--- src/rtl/fetch_unit.sv ---
// Instruction fetch stage: issues in-order requests to instruction memory and buffers
// the returned words in a 2-entry FIFO. Redirects flush the buffer and drop stale responses.
module fetch_unit #(
  parameter logic [31:0] RESET_PC = 32'h0000_0000
) (
  input  logic        clk,
  input  logic        rst_n,
  output logic        imem_req_valid,
  input  logic        imem_req_ready,
  output logic [31:0] imem_req_addr,
  input  logic        imem_rsp_valid,
  input  logic [31:0] imem_rsp_data,
  input  logic        redirect_valid,
  input  logic [31:0] redirect_target,
  output logic        instr_valid,
  input  logic        instr_ready,
  output logic [31:0] instr,
  output logic [31:0] instr_pc,
  output logic [31:0] instr_pcplus4,
  output logic [6:0]  opcode,
  output logic [2:0]  funct3,
  output logic        funct7
);

  localparam logic [31:0] PC_MASK = 32'hFFFF_FFFC;

  logic [31:0] fpc_q, fpc_d;
  logic        run_q, run_d;
  logic [1:0]  inflight_q, inflight_d;
  logic [1:0]  drop_q, drop_d;
  logic [1:0]  cnt_q, cnt_d;
  logic        fifo_head_q, fifo_head_d;
  logic        ipq_head_q, ipq_head_d;
  logic [31:0] fifo_word_q [2];
  logic [31:0] fifo_word_d [2];
  logic [31:0] fifo_pc_q [2];
  logic [31:0] fifo_pc_d [2];
  logic [31:0] ipq_pc_q [2];
  logic [31:0] ipq_pc_d [2];

  logic        req_fire;
  logic        rsp_take;
  logic        rsp_push;
  logic        pop;
  logic        fifo_tail;
  logic        ipq_tail;
  logic [2:0]  occupancy;

  // run_q keeps the request channel quiet until the first edge after reset release
  always_comb begin
    occupancy      = {1'b0, inflight_q} + {1'b0, cnt_q};
    imem_req_valid = run_q && !redirect_valid && (occupancy < 3'd2);
    imem_req_addr  = fpc_q & PC_MASK;
    req_fire       = imem_req_valid && imem_req_ready;
    // A response with nothing outstanding is a protocol error and simply ignored
    rsp_take       = imem_rsp_valid && (inflight_q != 2'd0);
    rsp_push       = rsp_take && (drop_q == 2'd0) && !redirect_valid;
    instr_valid    = (cnt_q != 2'd0);
    pop            = instr_valid && instr_ready;
    fifo_tail      = fifo_head_q ^ cnt_q[0];
    ipq_tail       = ipq_head_q ^ inflight_q[0];
  end

  // Next-state for PC, counters and the two small queues
  always_comb begin
    run_d       = 1'b1;
    inflight_d  = inflight_q + {1'b0, req_fire} - {1'b0, rsp_take};
    ipq_head_d  = ipq_head_q ^ rsp_take;
    fifo_head_d = fifo_head_q ^ pop;
    ipq_pc_d    = ipq_pc_q;
    fifo_word_d = fifo_word_q;
    fifo_pc_d   = fifo_pc_q;

    if (req_fire) begin
      ipq_pc_d[ipq_tail] = fpc_q & PC_MASK;
    end else begin
      ipq_pc_d = ipq_pc_q;
    end

    if (rsp_push) begin
      fifo_word_d[fifo_tail] = imem_rsp_data;
      fifo_pc_d[fifo_tail]   = ipq_pc_q[ipq_head_q];
    end else begin
      fifo_word_d = fifo_word_q;
      fifo_pc_d   = fifo_pc_q;
    end

    // Every request still outstanding after a redirect belongs to the old path
    if (redirect_valid) begin
      fpc_d  = redirect_target & PC_MASK;
      cnt_d  = 2'd0;
      drop_d = inflight_d;
    end else begin
      if (req_fire) begin
        fpc_d = fpc_q + 32'd4;
      end else begin
        fpc_d = fpc_q;
      end
      cnt_d = cnt_q + {1'b0, rsp_push} - {1'b0, pop};
      if (rsp_take && (drop_q != 2'd0)) begin
        drop_d = drop_q - 2'd1;
      end else begin
        drop_d = drop_q;
      end
    end
  end

  // Head-of-FIFO presentation; everything reads zero when the buffer is empty
  always_comb begin
    if (instr_valid) begin
      instr         = fifo_word_q[fifo_head_q];
      instr_pc      = fifo_pc_q[fifo_head_q];
      instr_pcplus4 = fifo_pc_q[fifo_head_q] + 32'd4;
    end else begin
      instr         = 32'd0;
      instr_pc      = 32'd0;
      instr_pcplus4 = 32'd0;
    end
    opcode = instr[6:0];
    funct3 = instr[14:12];
    funct7 = instr[30];
  end

  // State registers
  always_ff @(posedge clk or negedge rst_n) begin
    if (!rst_n) begin
      fpc_q          <= RESET_PC;
      run_q          <= 1'b0;
      inflight_q     <= 2'd0;
      drop_q         <= 2'd0;
      cnt_q          <= 2'd0;
      fifo_head_q    <= 1'b0;
      ipq_head_q     <= 1'b0;
      fifo_word_q[0] <= 32'd0;
      fifo_word_q[1] <= 32'd0;
      fifo_pc_q[0]   <= 32'd0;
      fifo_pc_q[1]   <= 32'd0;
      ipq_pc_q[0]    <= 32'd0;
      ipq_pc_q[1]    <= 32'd0;
    end else begin
      fpc_q          <= fpc_d;
      run_q          <= run_d;
      inflight_q     <= inflight_d;
      drop_q         <= drop_d;
      cnt_q          <= cnt_d;
      fifo_head_q    <= fifo_head_d;
      ipq_head_q     <= ipq_head_d;
      fifo_word_q[0] <= fifo_word_d[0];
      fifo_word_q[1] <= fifo_word_d[1];
      fifo_pc_q[0]   <= fifo_pc_d[0];
      fifo_pc_q[1]   <= fifo_pc_d[1];
      ipq_pc_q[0]    <= ipq_pc_d[0];
      ipq_pc_q[1]    <= ipq_pc_d[1];
    end
  end

endmodule
--- config.mk ---
export PLATFORM = sky130hd
export DESIGN_NAME = fetch_unit
export DESIGN_NICKNAME = d
export VERILOG_FILES = /design/src/rtl/fetch_unit.sv
export SDC_FILE = /design/constraint.sdc
export NUM_CORES = 1
export LEC_CHECK = 0
export BUFFER_PORTS_ARGS = -buffer_cell sky130_fd_sc_hd__clkbuf_2
export CORE_UTILIZATION = 61
export DETAILED_ROUTE_END_ITERATION = 10
export HOLD_SLACK_MARGIN = 0.15
export PLACE_DENSITY = 0.86
export SLEW_MARGIN = 10
export SYNTH_ARGS = -nofsm -noshare
export SYNTH_HDL_FRONTEND = slang
export SYNTH_SLANG_ARGS = --single-unit
--- constraint.sdc ---
create_clock -name clk -period 6 [get_ports clk]
set_clock_uncertainty 0.05 [all_clocks]
set_input_delay 0.3 -clock clk [delete_from_list [all_inputs] [get_ports clk]]
set_output_delay 0.3 -clock clk [all_outputs]
set_load 0.05 [all_outputs]
==> Yosys cells after proc, flatten, opt, wreduce, memory -nomap -nowiden <==
Cells that the tools add are included.
{ "word_totals": {"word_cells": 77, "regBits": 233, "output_inout_bits": 141} }
{ "op_classes": {"mux": 24, "n_reduce_logical": 17, "order_cmp": 7, "n_bitwise": 8, "add_sub_neg": 8} }
{ "ops": {"columns": ["op", "n"], "rows": [
  ["32-bit two-way mux", 16],
  ["64-bit bitwise mux", 3],
  ["32-bit by 3-bit adder with 32-bit output, second input constant", 2],
  ["32-bit demux with 1-bit select", 2],
  ["1-bit logical AND", 10],
  ["2-bit nonzero test", 5],
  ["2-bit greater-or-equal comparator, second input constant", 4],
  ["1-bit NOT with 2-bit output", 4],
  ["2-bit two-way mux", 3],
  ["2-bit by 1-bit adder with 2-bit output", 2],
  ["2-bit by 1-bit less-than comparator with 1-bit output, second input constant", 2],
  ["2-bit by 1-bit subtractor with 2-bit output", 2],
  ["1-bit XOR", 4],
  ["2-bit by 2-bit adder with 3-bit output", 1],
  ["3-bit by 2-bit less-than comparator with 1-bit output, second input constant", 1],
  ["2-bit logical NOT", 1],
  ["2-bit by 1-bit subtractor with 2-bit output, second input constant", 1],
  ["1-bit logical NOT", 1]
]} }

==> Depth between registers and ports, before layout <==
Gate-level depths: netlist of the first run.
{ "logic_depth": {"word_depth": 7, "mapped_depth": 14, "depth_no_buf": 12} }

==> Least setup slack after synthesis of the first run <==
OpenSTA, ideal clock, no wires.
{ "synth_path": {"kind": "register to output", "startpoint": "register fifo_head_q", "endpoint": "output port instr_pcplus4[30]", "n_path_buf": 4, "path_stages_with_launch": 12, "arrival_ps": 3437, "path_slack_ps": 2213, "required_ps": 5650, "cell_sequence": "dfrtp_1 buf_6 buf_4 buf_2 buf_2 mux2_2 ha_1 inv_1 a211oi_4 nand4_2 o31a_1 nor3_1"} }
{ "synth_via": {"elab_chain_cells": 6} }
{ "synth_rtl": {"columns": ["element", "line_no", "source"], "rows": [
  ["from (decl)", "32", "logic fifo_head_q, fifo_head_d;"],
  ["from (signal assigned)", "146", "fifo_head_q <= fifo_head_d;"],
  ["1-bit NOT with 2-bit output (not written as such)", "113", "instr_pcplus4 = fifo_pc_q[fifo_head_q] + 32'd4;"],
  ["32-bit two-way mux (not written as such) (3 in series)", "113", null],
  ["32-bit by 3-bit adder with 32-bit output", "113", null],
  ["32-bit two-way mux", "110", "if (instr_valid) begin"],
  ["to (decl)", "19", "output logic [31:0] instr_pcplus4,"]
]} }
No other way between the ends. The select of a mux whose other input is x is not followed.

==> Final worst setup path of the first run <==
{ "layout_path": {"startpoint": "register fifo_head_q", "endpoint": "output port instr_pcplus4[31]"} }
Same word-level chain as after synthesis.

==> results of run 1 <==
-- final cells by class --
type                            instances  area, um2
Sequential cell                       223       5580
Multi-Input combinational cell        771       5540
Fill cell                            1141       4720
Timing Repair Buffer                  280       1770
Clock buffer                           30        622
Tap cell                              234        293
Clock inverter                         10        131
Inverter                               13       48.8
-- logic make-up (layout without fill, tap and decap cells) --
logic type | Yosys count | count (layout)
adder cells (fa/ha/maj) | 8 | 8
other | 2 | 7
flip-flops | 223 | 223
XOR/XNOR | 21 | 21
AO/OA/AOI/OAI | 162 | 162
AND/OR/NAND/NOR | 358 | 358
multiplexers | 215 | 215
buffers and inverters | 98 | 333
-- cells in the final DEF, fill, tap and decap left out, types with 23 or more instances in the layout --
master,n
o21ai_0,29
mux2i_1,86
nand4_1,23
a21oi_1,67
mux2_4,26
nor2_1,147
nand2_1,63
dlygate4sd3_1,64
nand3_1,31
dfrtp_1,222
clkbuf_2,201
mux2_2,102
clkbuf_16,23
-- state kept, by name, summed over array words and instances (netlist names) --
name,flops
fifo_word_q,64
fifo_pc_q,60
ipq_pc_q,60
fpc_q,30
cnt_q,2
drop_q,2
inflight_q,2
fifo_head_q,1
ipq_head_q,1
run_q,1
-- final timing paths --
kind | end | slack (ns) | cells past startpoint
min in group asynchronous | fpc_q[7] | 0.45 | 2
max reg2reg | ipq_pc_q[51] | 2.43 | 8
min | fifo_head_q | 0.15 | 3
max in group asynchronous | fifo_pc_q[59] | 4.07 | 3
min reg2reg | ipq_pc_q[53] | 0.44 | 2
max | instr_pcplus4[31] | 1.76 | 7
-- stage by stage --
| stage | setup WS [ns] | hold slack, ns | power [mW] | std cells | utilization [%] |
|---|---|---|---|---|---|
| 2_1_floorplan | 2.21 | -0.0456 | 5.40 | 1092 | - |
| 3_3_place_gp | 2.30 | 0.410 | 6.05 | 1457 | 67.3 |
| 3_5_place_dp | 2.32 | 0.427 | 6.19 | 1457 | 67.3 |
| 4_1_cts | 1.78 | 0.158 | 7.70 | 1561 | 74.8 |
| 5_1_grt | 1.58 | 0.167 | 8.16 | 1561 | 74.8 |
| 6_report | 1.76 | 0.150 | 7.76 | 1561 | 74.8 |
-- critical path, cell delays in order, from the launching register on --
cell	delay, ns
dfrtp_4	0.98
buf_4	0.61
nand4_1	0.34
a221oi_2	0.37
nand4_1	0.24
o31a_1	0.34
nor3_1	0.16
clkbuf_2	0.32
-- layer usage --
metal / vias up / wire length, um
li1: 4301 / -
met1: 4698 / 12600
met2: 489 / 14600
met3: 53 / 2320
met4: 0 / 604
met5: - / 0
-- power breakdown --
part | internal, mW | total (mW) | switching, mW
clock | 0.859 | 1.44 | 0.581
combinational | 1.31 | 3.52 | 2.21
sequential | 2.17 | 2.80 | 0.623
-- what timing repair did --
action / in CTS / in global routing
hold endpoints to repair: 205 / 0
buffers inserted: 0 / 0
hold buffers: 64 / 0
==> results.cfg, run 1 <==
[drt]
first_iter_violations = 801
viasPerCell = 6.11
drtAntennaViolNets = 0
post-route-drc-count = 0
via_count = 9541
drtPass1Iterations = 6
routedWlPerCell_um = 19.3
routed_wl_um = 30100

[grt]
use_met1_pct = 43.1
grt_pass1_wl_um = 49000
top_usage_layer = met2
grt_max_degree = 113
antenna_found_initial = 0
track_usage_pct = 31.3
met2_usage_pct = 52.0
overflow = 0
grt.met3_usage_pct = 4.85
grt_pass1_vias = 9388

[sta]
period_needed_ns = 4.24
finalMaxSlewViolations = 0
totalNegativeSetupSlack_ns = 0
rsz0062_at_grt = no
setup_viol = 0
relSlewSlack_pct = 31.2
hold_viol = 0
worstMarginPinSlew_ns = 1.03
fin_crit_sh_pct = 70.6
fmax_ghz = 0.236

[synthesis]
synth-compound-area-share_pct = 8.96
synth_cell_type_count = 68
synthMuxAreaShare_pct = 20.7
syn_avg_cell_area_um2 = 10.7
yosysSeqAreaShare_pct = 47.9
synthTopCellsByCount = 223 x dfrtp_1, 149 x nor2_1, 102 x mux2_2, 86 x mux2i_1, 67 x a21oi_1
yosysTopAreaCell = dfrtp_1
synth_ff_type = dfrtp_1
ys_ff_latch = 223
syn_area_um2 = 11600
yosysMostFrequentCell = dfrtp_1
synth_top_family_by_area = multiplexers
async_flop_share_pct = 100
synth.top_cell.area_share_pct = 47.9
synth_edf_count = 0
synth-simple-area-share_pct = 15.0
syn_inst = 1087
synth-xor-area-share_pct = 1.58
yosysWarnings = 0
synthAdderAreaFrac_pct = 0.924
ys_top_cells_by_area = dfrtp_1 48%, mux2_2 9.9%, mux2i_1 7.4%

[place]
place_congestion = 0.877
placed_cell_area_um2 = 12600
dp_hpwl_um = 18500
portBuffers = 202

[die]
die_y_um = 140
dieArea_um2 = 19600
fp-row-count = 50
start_util_pct = 62.2
num_io_pins = 211
fp.dieW_um = 140
core_area_um2 = 18700

[power]
p_leak_nw = 6.69
power_density_nw_per_um2 = 555
peakVddDrop_mv = 0.286

[finish]
design_area_um2 = 14000
drive_gt1_share_pct = 30.0
syn2layout_area_growth_pct = 20.2
antenna_cells = 0
nets = 1390

[cts]
cts_buffers = 23
clk_pin_slew_ns = 0.06
cts_buffer_depth = 3
cts-resized-gates = 0
htree_levels = 1
clkSinkCount = 223
clock_latency_ns = 0.51
cts-root-buf = clkbuf_16
tritoncts = built

[status]
status = completed

[worst_setup_path]
crit_path_end_kind = primary output
startpoint = fifo_head_q
arrival_ns = 3.89
required_ns = 5.65
r2r_start = cnt_q[0]
start_kind = register
crit_type = reg -> out
worstPathMaxFanout = 55

[min_path]
min-delay-start = instr_ready
hp-class = in -> reg

[job]
maxCapViolCount = 0
Note: power is estimated with default switching activity, not from simulation.
==> run 2: changes to the inputs <==
--- a/config.mk
+++ b/config.mk
@@ -6,10 +6,10 @@
 export NUM_CORES = 1
 export LEC_CHECK = 0
 export BUFFER_PORTS_ARGS = -buffer_cell sky130_fd_sc_hd__clkbuf_2
-export CORE_UTILIZATION = 61
+export CORE_UTILIZATION = 56
 export DETAILED_ROUTE_END_ITERATION = 10
 export HOLD_SLACK_MARGIN = 0.15
-export PLACE_DENSITY = 0.86
+export PLACE_DENSITY = 0.8
 export SLEW_MARGIN = 10
 export SYNTH_ARGS = -nofsm -noshare
 export SYNTH_HDL_FRONTEND = slang
==> constraint.sdc (replaced) <==
create_clock -name clk -period 3.95 [get_ports clk]
set_clock_uncertainty 0.05 [all_clocks]
set_input_delay 0.1975 -clock clk [delete_from_list [all_inputs] [get_ports clk]]
set_output_delay 0.1975 -clock clk [all_outputs]
set_load 0.05 [all_outputs]
==> run 2 against run 1 <==
Die area up 8.8%. Global-route usage down 3.9 points. Largest cell class unchanged. Power up 53%. Flip-flop and latch count unchanged. Critical path type unchanged. Routed wire length down 4.5%. Utilization down 4.8 points. Non-clock buffer count up 5. Count of clock-buffer cells in the layout up 7. Final area up 1.6%. Register-to-register slack worse by 2.0 ns. Critical endpoint is now instr_pcplus4[30]. Sequential power up 49%.
==> results.cfg, run 2 (same netlist as run 1, synthesis figures left out) <==
[cts]
cts_buffer_depth = 3
cts_buffers = 25
cts-root-buf = clkbuf_16
cts-resized-gates = 0
holdBufCountCts = 66
clock_latency_ns = 0.51
clk_pin_slew_ns = 0.06
clkSinkCount = 223
post-cts-setup-buffers = 0
htree_levels = 1
tritoncts = built

[worst_setup_path]
crit_path_end_kind = primary output
worstPathMaxFanout = 50
critPathTopFamily = flip-flops
crit_path_max_incr_delay_ns = 0.81
arrival_ns = 3.43
path_depth = 8
slowest_stage = dfrtp_4
r2r_setup_slack_ns = 0.46
start_kind = register
r2r_end = fpc_q[13]
required_ns = 3.70
path_cells = mux2_2, ha_1, inv_1, a211oi_4, nand4_2, o31a_1, nor3_1, buf_12
crit_buf_inv = 2
r2r_start = cnt_q[0]
rr_worst_depth = 8
crit_type = reg -> out

[grt]
track_usage_pct = 27.4
overflow = 0
antenna_found_initial = 0
grt_pass1_wl_um = 47600
grt_pass1_vias = 9152
grt_max_degree = 116

[place]
dp_cells = 1496
placed_cell_area_um2 = 12700
dp_hpwl_um = 18800
portBuffers = 202
place_congestion = 0.839

[finish]
antenna_cells = 0
layout.cells.non_filler = 1605
mostFrequentLayoutCells = 222 x dfrtp_1, 198 x clkbuf_2, 147 x nor2_1, 102 x mux2_2, 86 x mux2i_1
largest_reg_flops = 64
syn2layout_area_growth_pct = 22.1
n_fill_cell = 1430
regArea_um2 = 5580
top_register = fifo_word_q
reg_top3 = fifo_word_q (64), fifo_pc_q (60), ipq_pc_q (60)
final_common_cell = dfrtp_1
design_area_um2 = 14200
multi_input_area_um2 = 5540
drive_gt1_share_pct = 30.3
nets = 1397

[drt]
routed_wl_um = 28800
routedWlPerCell_um = 17.9
first_iter_violations = 709
drtAntennaViolNets = 0
post-route-drc-count = 0
viasPerCell = 5.75
drtPass1Iterations = 5
via_count = 9233

[power]
p_int_mw = 6.72
total_power_mw = 11.9
p_clk_share_pct = 19.0
p_sw_mw = 5.14
p_seq_share_pct = 35.2
peakVddDrop_mv = 0.392
power_density_nw_per_um2 = 834
p_sw_share_pct = 43.3
pwr-share-comb_pct = 45.7
p_leak_nw = 6.76

[die]
core_area_um2 = 20300
num_io_pins = 211
start_util_pct = 57.3
dieArea_um2 = 21400
fp.dieW_um = 146
die_y_um = 146
fp-row-count = 52

[sta]
period_needed_ns = 3.68
relSlewSlack_pct = 16.6
rsz0062_at_grt = no
setup_viol = 0
fmax_ghz = 0.272
hold_ws_ns = 0.226
totalNegativeSetupSlack_ns = 0
worstMarginPinSlew_ns = 1.25
finalMaxSlewViolations = 0
fin_crit_sh_pct = 93.0
hold_viol = 0

[min_path]
hold_depth = 4
min_to = fpc_q[15]
hp-class = in -> reg
min-delay-start = imem_req_ready

[status]
status = completed

[job]
maxCapViolCount = 0
-- run 2: changes by cell type in the layout (fill, tap and decap cells not counted), sizes merged --
cell / previous run / this run
clkinv: 6 / 4
buf: 14 / 20
bufinv: 3 / 1
clkbuf: 232 / 236
dlygate4sd3: 64 / 66
-- run 2: area by class of cell --
type | count | share of cell area [%]
Tap cell | 270 | 2.38
Clock buffer | 37 | 5.28
Inverter | 13 | 0.343
Sequential cell | 223 | 39.3
Multi-Input combinational cell | 771 | 39.0
Clock inverter | 6 | 0.405
Timing Repair Buffer | 285 | 13.3
-- run 2: through the flow --
| stage | utilization [%] | worst slack (ns) |
|---|---|---|
| 4_1_cts | 70.0 | 0.264 |
| 3_5_place_dp | 62.8 | 0.810 |
| 6_report | 70.0 | 0.275 |
| 5_1_grt | 70.0 | 0.0874 |
| 3_3_place_gp | 62.8 | 0.874 |
| 2_1_floorplan | - | 0.265 |
-- run 2: worst max path at each step --
stage | from | to | slack (ns)
global route | fifo_head_q | instr_pcplus4[30] | 0.09
floorplan | fifo_head_q | instr_pcplus4[30] | 0.27
detailed placement | fifo_head_q | instr_pcplus4[30] | 0.81
global placement | fifo_head_q | instr_pcplus4[30] | 0.87
CTS | fifo_head_q | instr_pcplus4[30] | 0.26
finish | fifo_head_q | instr_pcplus4[30] | 0.27
-- run 2: power by group through the flow --
stage	Combinational [mW]	Clock [mW]	Sequential [mW]
finish	5.42	2.26	4.18
global route	5.81	2.38	4.32
CTS	5.40	2.28	4.16
detailed placement	5.29	0	4.19
global placement	5.17	0	4.10
floorplan	4.19	0	4.01
-- run 2: per-layer routing --
| layer | routed length, um | track usage [%] | vias to the layer above |
|---|---|---|---|
| li1 | - | - | 4309 |
| met1 | 13100 | 39.6 | 4509 |
| met2 | 13500 | 43.7 | 384 |
| met3 | 1820 | 4.47 | 31 |
| met4 | 323 | 5.63 | 0 |
| met5 | 0 | 0 | - |
-- run 2: tightest hold or removal path: cells and delay by family --
family	cells	cell delay (ns)
buffers and inverters	1	0.08
AOI/OAI and AO/OA	1	0.14
and+or+nand+nor	2	0.33
